==> src/rtl/fft_8_input_loader_if.sv <==
// Sample-stream and frame-output bundle for the 8-point FFT input loader.
// slave modport is the loader's view; master modport is the surrounding logic's view.
interface fft_8_input_loader_if #(
  parameter int N = 4
);
  localparam int DATA_W = 2**N;

  logic              s_valid;
  logic              s_ready;
  logic              s_first;
  logic [DATA_W-1:0] s_r;
  logic [DATA_W-1:0] s_i;

  logic [DATA_W-1:0] out_0_r, out_1_r, out_2_r, out_3_r;
  logic [DATA_W-1:0] out_4_r, out_5_r, out_6_r, out_7_r;
  logic [DATA_W-1:0] out_0_i, out_1_i, out_2_i, out_3_i;
  logic [DATA_W-1:0] out_4_i, out_5_i, out_6_i, out_7_i;
  logic              out_valid;
  logic              out_ready;
  logic              resync_err;

  modport slave (
    input  s_valid, s_first, s_r, s_i, out_ready,
    output s_ready, out_valid, resync_err,
    output out_0_r, out_1_r, out_2_r, out_3_r, out_4_r, out_5_r, out_6_r, out_7_r,
    output out_0_i, out_1_i, out_2_i, out_3_i, out_4_i, out_5_i, out_6_i, out_7_i
  );

  modport master (
    output s_valid, s_first, s_r, s_i, out_ready,
    input  s_ready, out_valid, resync_err,
    input  out_0_r, out_1_r, out_2_r, out_3_r, out_4_r, out_5_r, out_6_r, out_7_r,
    input  out_0_i, out_1_i, out_2_i, out_3_i, out_4_i, out_5_i, out_6_i, out_7_i
  );
endinterface

==> src/rtl/fft_8_input_loader.sv <==
// Serial-to-parallel frame loader feeding the 8-point FFT core.
// Collects 8 complex samples into a buffer while the previous frame is held
// on the registered out_* bus. Define FFT_LOADER_BITREV_EN to place stream
// sample k at out_{bitrev(k)} instead of out_k.
module fft_8_input_loader #(
  parameter int N = 4
) (
  input  logic                  clk,
  input  logic                  rst,
  fft_8_input_loader_if.slave   bus
);
  localparam int DATA_W = 2**N;

  typedef enum logic {COLLECT, FULL} state_t;

  state_t                   state;
  logic [2:0]               cnt;
  logic signed [DATA_W-1:0] sbuf_r [8];
  logic signed [DATA_W-1:0] sbuf_i [8];
  logic signed [DATA_W-1:0] out_r  [8];
  logic signed [DATA_W-1:0] out_i  [8];
  logic                     out_valid_q;
  logic                     resync_q;

  logic       accept;
  logic       slot_free;
  logic [2:0] idx;
  logic [2:0] wr_slot;
  logic       load_c;
  logic       load_f;

  function automatic logic [2:0] slot(input logic [2:0] k);
`ifdef FFT_LOADER_BITREV_EN
    return {k[0], k[1], k[2]};
`else
    return k;
`endif
  endfunction

  // Accept/index decode; s_first forces the sample to index 0
  always_comb begin
    accept    = bus.s_valid && (state == COLLECT);
    slot_free = !out_valid_q || bus.out_ready;
    idx       = bus.s_first ? 3'd0 : cnt;
    wr_slot   = slot(idx);
    load_c    = accept && (idx == 3'd7) && slot_free;
    load_f    = (state == FULL) && slot_free;
  end

  // Collection buffer: data only, no reset
  always_ff @(posedge clk) begin
    if (accept) begin
      sbuf_r[wr_slot] <= bus.s_r;
      sbuf_i[wr_slot] <= bus.s_i;
    end
  end

  // Frame FSM, output register and status flags
  always_ff @(posedge clk or posedge rst) begin
    if (rst) begin
      state       <= COLLECT;
      cnt         <= 3'd0;
      out_valid_q <= 1'b0;
      resync_q    <= 1'b0;
      for (int j = 0; j < 8; j++) begin
        out_r[j] <= '0;
        out_i[j] <= '0;
      end
    end else begin
      resync_q <= accept && bus.s_first && (cnt != 3'd0);
      if (accept) cnt <= idx + 3'd1;

      case (state)
        COLLECT: if (accept && (idx == 3'd7) && !slot_free) state <= FULL;
        FULL:    if (slot_free) state <= COLLECT;
        default: state <= COLLECT;
      endcase

      // slot(7) is 7 in both orderings, so the final sample bypasses the buffer there
      if (load_c || load_f) begin
        for (int j = 0; j < 8; j++) begin
          out_r[j] <= (load_c && j == 7) ? bus.s_r : sbuf_r[j];
          out_i[j] <= (load_c && j == 7) ? bus.s_i : sbuf_i[j];
        end
        out_valid_q <= 1'b1;
      end else if (bus.out_ready) begin
        out_valid_q <= 1'b0;
      end
    end
  end

  assign bus.s_ready    = (state == COLLECT);
  assign bus.out_valid  = out_valid_q;
  assign bus.resync_err = resync_q;

  assign bus.out_0_r = out_r[0];
  assign bus.out_1_r = out_r[1];
  assign bus.out_2_r = out_r[2];
  assign bus.out_3_r = out_r[3];
  assign bus.out_4_r = out_r[4];
  assign bus.out_5_r = out_r[5];
  assign bus.out_6_r = out_r[6];
  assign bus.out_7_r = out_r[7];
  assign bus.out_0_i = out_i[0];
  assign bus.out_1_i = out_i[1];
  assign bus.out_2_i = out_i[2];
  assign bus.out_3_i = out_i[3];
  assign bus.out_4_i = out_i[4];
  assign bus.out_5_i = out_i[5];
  assign bus.out_6_i = out_i[6];
  assign bus.out_7_i = out_i[7];
endmodule
==> src/flat_wrapper.sv <==
// flat-port wrapper written by rule: the top's interface ports become plain ports
module fft_8_input_loader_flat 
#(
  parameter int N = 4
)
  (clk, rst, bus_s_valid, bus_s_first, bus_s_r, bus_s_i, bus_out_ready, bus_s_ready, bus_out_valid, bus_resync_err, bus_out_0_r, bus_out_1_r, bus_out_2_r, bus_out_3_r, bus_out_4_r, bus_out_5_r, bus_out_6_r, bus_out_7_r, bus_out_0_i, bus_out_1_i, bus_out_2_i, bus_out_3_i, bus_out_4_i, bus_out_5_i, bus_out_6_i, bus_out_7_i);
  fft_8_input_loader_if #(.N(N)) bus_i ();
  input  logic clk;
  input  logic rst;
  input wire logic [$bits(bus_i.s_valid)-1:0] bus_s_valid;
  input wire logic [$bits(bus_i.s_first)-1:0] bus_s_first;
  input wire logic [$bits(bus_i.s_r)-1:0] bus_s_r;
  input wire logic [$bits(bus_i.s_i)-1:0] bus_s_i;
  input wire logic [$bits(bus_i.out_ready)-1:0] bus_out_ready;
  output wire logic [$bits(bus_i.s_ready)-1:0] bus_s_ready;
  output wire logic [$bits(bus_i.out_valid)-1:0] bus_out_valid;
  output wire logic [$bits(bus_i.resync_err)-1:0] bus_resync_err;
  output wire logic [$bits(bus_i.out_0_r)-1:0] bus_out_0_r;
  output wire logic [$bits(bus_i.out_1_r)-1:0] bus_out_1_r;
  output wire logic [$bits(bus_i.out_2_r)-1:0] bus_out_2_r;
  output wire logic [$bits(bus_i.out_3_r)-1:0] bus_out_3_r;
  output wire logic [$bits(bus_i.out_4_r)-1:0] bus_out_4_r;
  output wire logic [$bits(bus_i.out_5_r)-1:0] bus_out_5_r;
  output wire logic [$bits(bus_i.out_6_r)-1:0] bus_out_6_r;
  output wire logic [$bits(bus_i.out_7_r)-1:0] bus_out_7_r;
  output wire logic [$bits(bus_i.out_0_i)-1:0] bus_out_0_i;
  output wire logic [$bits(bus_i.out_1_i)-1:0] bus_out_1_i;
  output wire logic [$bits(bus_i.out_2_i)-1:0] bus_out_2_i;
  output wire logic [$bits(bus_i.out_3_i)-1:0] bus_out_3_i;
  output wire logic [$bits(bus_i.out_4_i)-1:0] bus_out_4_i;
  output wire logic [$bits(bus_i.out_5_i)-1:0] bus_out_5_i;
  output wire logic [$bits(bus_i.out_6_i)-1:0] bus_out_6_i;
  output wire logic [$bits(bus_i.out_7_i)-1:0] bus_out_7_i;
  assign bus_i.s_valid = bus_s_valid;
  assign bus_i.s_first = bus_s_first;
  assign bus_i.s_r = bus_s_r;
  assign bus_i.s_i = bus_s_i;
  assign bus_i.out_ready = bus_out_ready;
  assign bus_s_ready = bus_i.s_ready;
  assign bus_out_valid = bus_i.out_valid;
  assign bus_resync_err = bus_i.resync_err;
  assign bus_out_0_r = bus_i.out_0_r;
  assign bus_out_1_r = bus_i.out_1_r;
  assign bus_out_2_r = bus_i.out_2_r;
  assign bus_out_3_r = bus_i.out_3_r;
  assign bus_out_4_r = bus_i.out_4_r;
  assign bus_out_5_r = bus_i.out_5_r;
  assign bus_out_6_r = bus_i.out_6_r;
  assign bus_out_7_r = bus_i.out_7_r;
  assign bus_out_0_i = bus_i.out_0_i;
  assign bus_out_1_i = bus_i.out_1_i;
  assign bus_out_2_i = bus_i.out_2_i;
  assign bus_out_3_i = bus_i.out_3_i;
  assign bus_out_4_i = bus_i.out_4_i;
  assign bus_out_5_i = bus_i.out_5_i;
  assign bus_out_6_i = bus_i.out_6_i;
  assign bus_out_7_i = bus_i.out_7_i;
  fft_8_input_loader #(.N(N)) u_core (.clk(clk), .rst(rst), .bus(bus_i));
endmodule
==> config.mk <==
export PLATFORM = sky130hd
export DESIGN_NAME = fft_8_input_loader_flat
export DESIGN_NICKNAME = d
export VERILOG_FILES = /design/src/rtl/fft_8_input_loader_if.sv /design/src/rtl/fft_8_input_loader.sv /design/src/flat_wrapper.sv
export SDC_FILE = /design/constraint.sdc
export NUM_CORES = 1
export LEC_CHECK = 0
export ABC_CLOCK_PERIOD_IN_PS = 10600
export BUFFER_PORTS_ARGS = -buffer_cell sky130_fd_sc_hd__buf_2
export CAP_MARGIN = 20
export CORE_ASPECT_RATIO = 1.1
export CORE_MARGIN = 4
export CORE_UTILIZATION = 29
export CTS_CLUSTER_SIZE = 12
export DETAILED_ROUTE_END_ITERATION = 8
export MAX_ROUTING_LAYER = met4
export PLACE_DENSITY = 0.54
export RECOVER_POWER = 100
export SLEW_MARGIN = 20
export SYNTH_ARGS = -nofsm -noshare
export SYNTH_HDL_FRONTEND = slang
export SYNTH_SLANG_ARGS = --single-unit
==> constraint.sdc <==
create_clock -name clk -period 10.6 [get_ports clk]
set_clock_uncertainty 0.15 [all_clocks]
set_input_delay 2.12 -clock clk [delete_from_list [all_inputs] [get_ports clk]]
set_output_delay 2.12 -clock clk [all_outputs]
set_load 0.02 [all_outputs]
==> summary.md <==
| Metric | Value |
|---|---|
| Status | finished, violations left |
| Failing checks | max-capacitance violations, max-slew violations |
| Final WL | 64.1 mm |
| Port bufs | 295 |
| Leak | 9.26 nW |
| VDD IR-drop max | 117 µV |
| Gpl congestion | 0.768 |
| Period minus WS final | 7.41 ns |
| Regs by FF count | u_core.sbuf_i x128, u_core.sbuf_r x128 |
| Synth area leader | edfxtp_1 |
| Final Cell Area | 23800 µm² |
| Total Nets Final | 1775 |
| Post-Syn Nets | 1553 |
| Total power | 4.62 mW |
| Num ports | 296 |
| Initial antenna violation count | 1 |
| Clk_lat worst skew | 0.59 ns |
| RSZ-0062 raised after global routing | false |
| Yosys reg bits | 518 |
| Syn Area/Cell | 13.5 µm² |
| DIE WIDTH | 260 µm |
| R2R depth | 8 |
| GRT Overall Usage | 17.0% |
| Initial Util | 29.3% |
| R2R Path End | bus_out_6_r[14] |
| Worst Hold Class | register to register |
| Worst-path clk slew | 0.06 ns |
| Hold buffers post-CTS | 0 |
| Largest net degree at the start of global routing | 193 |
| Dpl cells | 2596 |
| Final hold viol count | 0 |
| WP data required | 10.92 ns |
| Setup Buffers After CTS | 0 |
| Number of global-route vias before repair | 13.9k |
| Yosys top cell area share | 37.8% |
| Least-Margin Pin Slew | 3.77 ns |
| Final setup margin | 3.19 ns |
| # Max-Cap Violations | 10 |
| Hold Slack | 0.309 ns |
| DP Wirelength | 36.9 mm |
| Clk buf depth | 3 |
| DR vias/cell | 5.12 |
| Final cell count without fillers | 2711 |
| Share of synthesized registers carrying an async set or reset | 50.6% |
| Drt wl/cell | 23.6 µm |
| Yosys synthesis warning count | 0 |
| Most frequent cell after synthesis | dfrtp_1 |
| Drt pass-1 iters | 6 |
| Placed Area | 22400 µm² |
| Ys flop type | dfrtp_1 |
| Fin Setup TNS | 0 ns |
| Utilization after layout | 34.4% |
| Max_slew headroom | -151% |
| Layout area overhead | 17.1% |
| Critical path fanouts, max | 123 |
| Antenna Nets Post-Route | 0 |
| Overflow after GRT | 0 |
| DP Worst Slack | 4.54 ns |
| Critical path launch point type | input pin |
| CP Capture Type | register |
| Vias after detailed routing | 13.9k |
| Setup crit start | bus_s_first |
| Final setup viols | 0 |
| Fmax | 0.135 GHz |
| Synth cell types | 30 |
| Number of H-tree levels | 2 |
| WP data arrival | 7.73 ns |
| Initial DRC count | 1126 |
| Die ar. | 74300 µm² |
| Crit path to | bus_out_6_r[14] |
| Critical path class | input pin to register |
| Syn Inst Count | 1510 |
| TritonCTS buffer count | 57 |
| Clk root buf | clkbuf_16 |
| Area of the core | 69300 µm² |
| Synth cell count leaders | dfrtp_1 (262), edfxtp_1 (256), a21oi_1 (241) |
| Final Cycle Share | 69.9% |
| Area contributors post-synth | edfxtp_1 (38%), dfrtp_1 (32%), a21oi_1 (5.9%) |
| Post-Syn Area | 20300 µm² |
| RR Startpoint | u_core.cnt[0] |
| Final Max Slew Viols | 376 |
| Cell Pwr Density | 194 nW/µm² |
| FF-to-FF setup slack | 4.42 ns |
| Share of cells above drive strength 1 | 8.59% |
| Die H | 286 µm |
| First-pass GRT wire length | 94.3 mm |
| CTS resizes | 0 |
| # DRC | 0 |
| Post-synth EDFFs | 256 |
| Clk sink count | 518 |
| Sequential area share after synthesis | 70.1% |
| CTS tree | done |
| Rows | 101 |
## how the worst min path moves through the flow
stage / from / endpoint / depth (start not counted)
after global routing: u_core.sbuf_r[3][14] / bus_out_3_r[14] / 1
after global placement: u_core.sbuf_r[4][1] / bus_out_4_r[1] / 1
after floorplan: u_core.sbuf_r[6][11] / bus_out_6_r[11] / 1
after detailed placement: u_core.sbuf_r[5][8] / bus_out_5_r[8] / 1
final: u_core.sbuf_r[3][14] / bus_out_3_r[14] / 1
after CTS: u_core.sbuf_r[6][1] / bus_out_6_r[1] / 1
## placed cells by master, fill, tap and decap left out, drive strengths merged, types with 4 or more instances in the layout
cell type    n
a21oi      241
a31oi      144
buf         22
clkbuf     388
clkinv      13
dfrtp      262
edfxtp     256
ha           6
inv          7
mux2        64
mux2i       48
nand2        9
nand3      145
nand3b       5
nor2b        4
nor4         4
o21ai      145
## worst max-delay path, cell delays in order
cell and delay, ns:
clkbuf_1 0.14, nor2b_1 0.41, ha_1 0.27, ha_1 0.22
a21o_4 0.43, and2_0 2.78, buf_12 0.33, buf_16 0.39
mux2_2 0.40
## report_power, final
| group | total [mW] | internal, mW | leakage, nW | switching, mW |
|---|---|---|---|---|
| logic | 0.377 | 0.0840 | 2.37 | 0.293 |
| registers | 2.25 | 2.21 | 5.96 | 0.0462 |
| clock network | 1.99 | 1.17 | 0.926 | 0.814 |
| total | 4.62 | 3.46 | 9.26 | 1.15 |
## metal layers
layer / vias up / track usage [%] / share of wire, %
met2: 509 / 26.8 / 47
met4: 0 / 4.59 / 2.4
met1: 7145 / 22.3 / 44
met3: 89 / 3.88 / 6.8
li1: 6127 / - / -
met5: - / - / 0
## final cells by class
type                       count  area (µm²)
fill                        6984       45500
sequential                   518       14200
multi-input combinational    828        5090
clock buffer                  88        1700
timing repair buffer         322        1380
tap                          927        1160
clock inverter                20         193
inverter                       5        22.5
antenna                        3        7.51
## logic make-up after synthesis
logic type	count (synthesis)	share of synthesized area, %
adders and majority gates	6	0.370
DFF	518	70.1
AOI/OAI and AO/OA	532	14.3
muxes	112	6.47
buffers and inverters	164	4.16
and+or+nand+nor	178	4.53
Note: power is estimated with default switching activity, not from simulation.
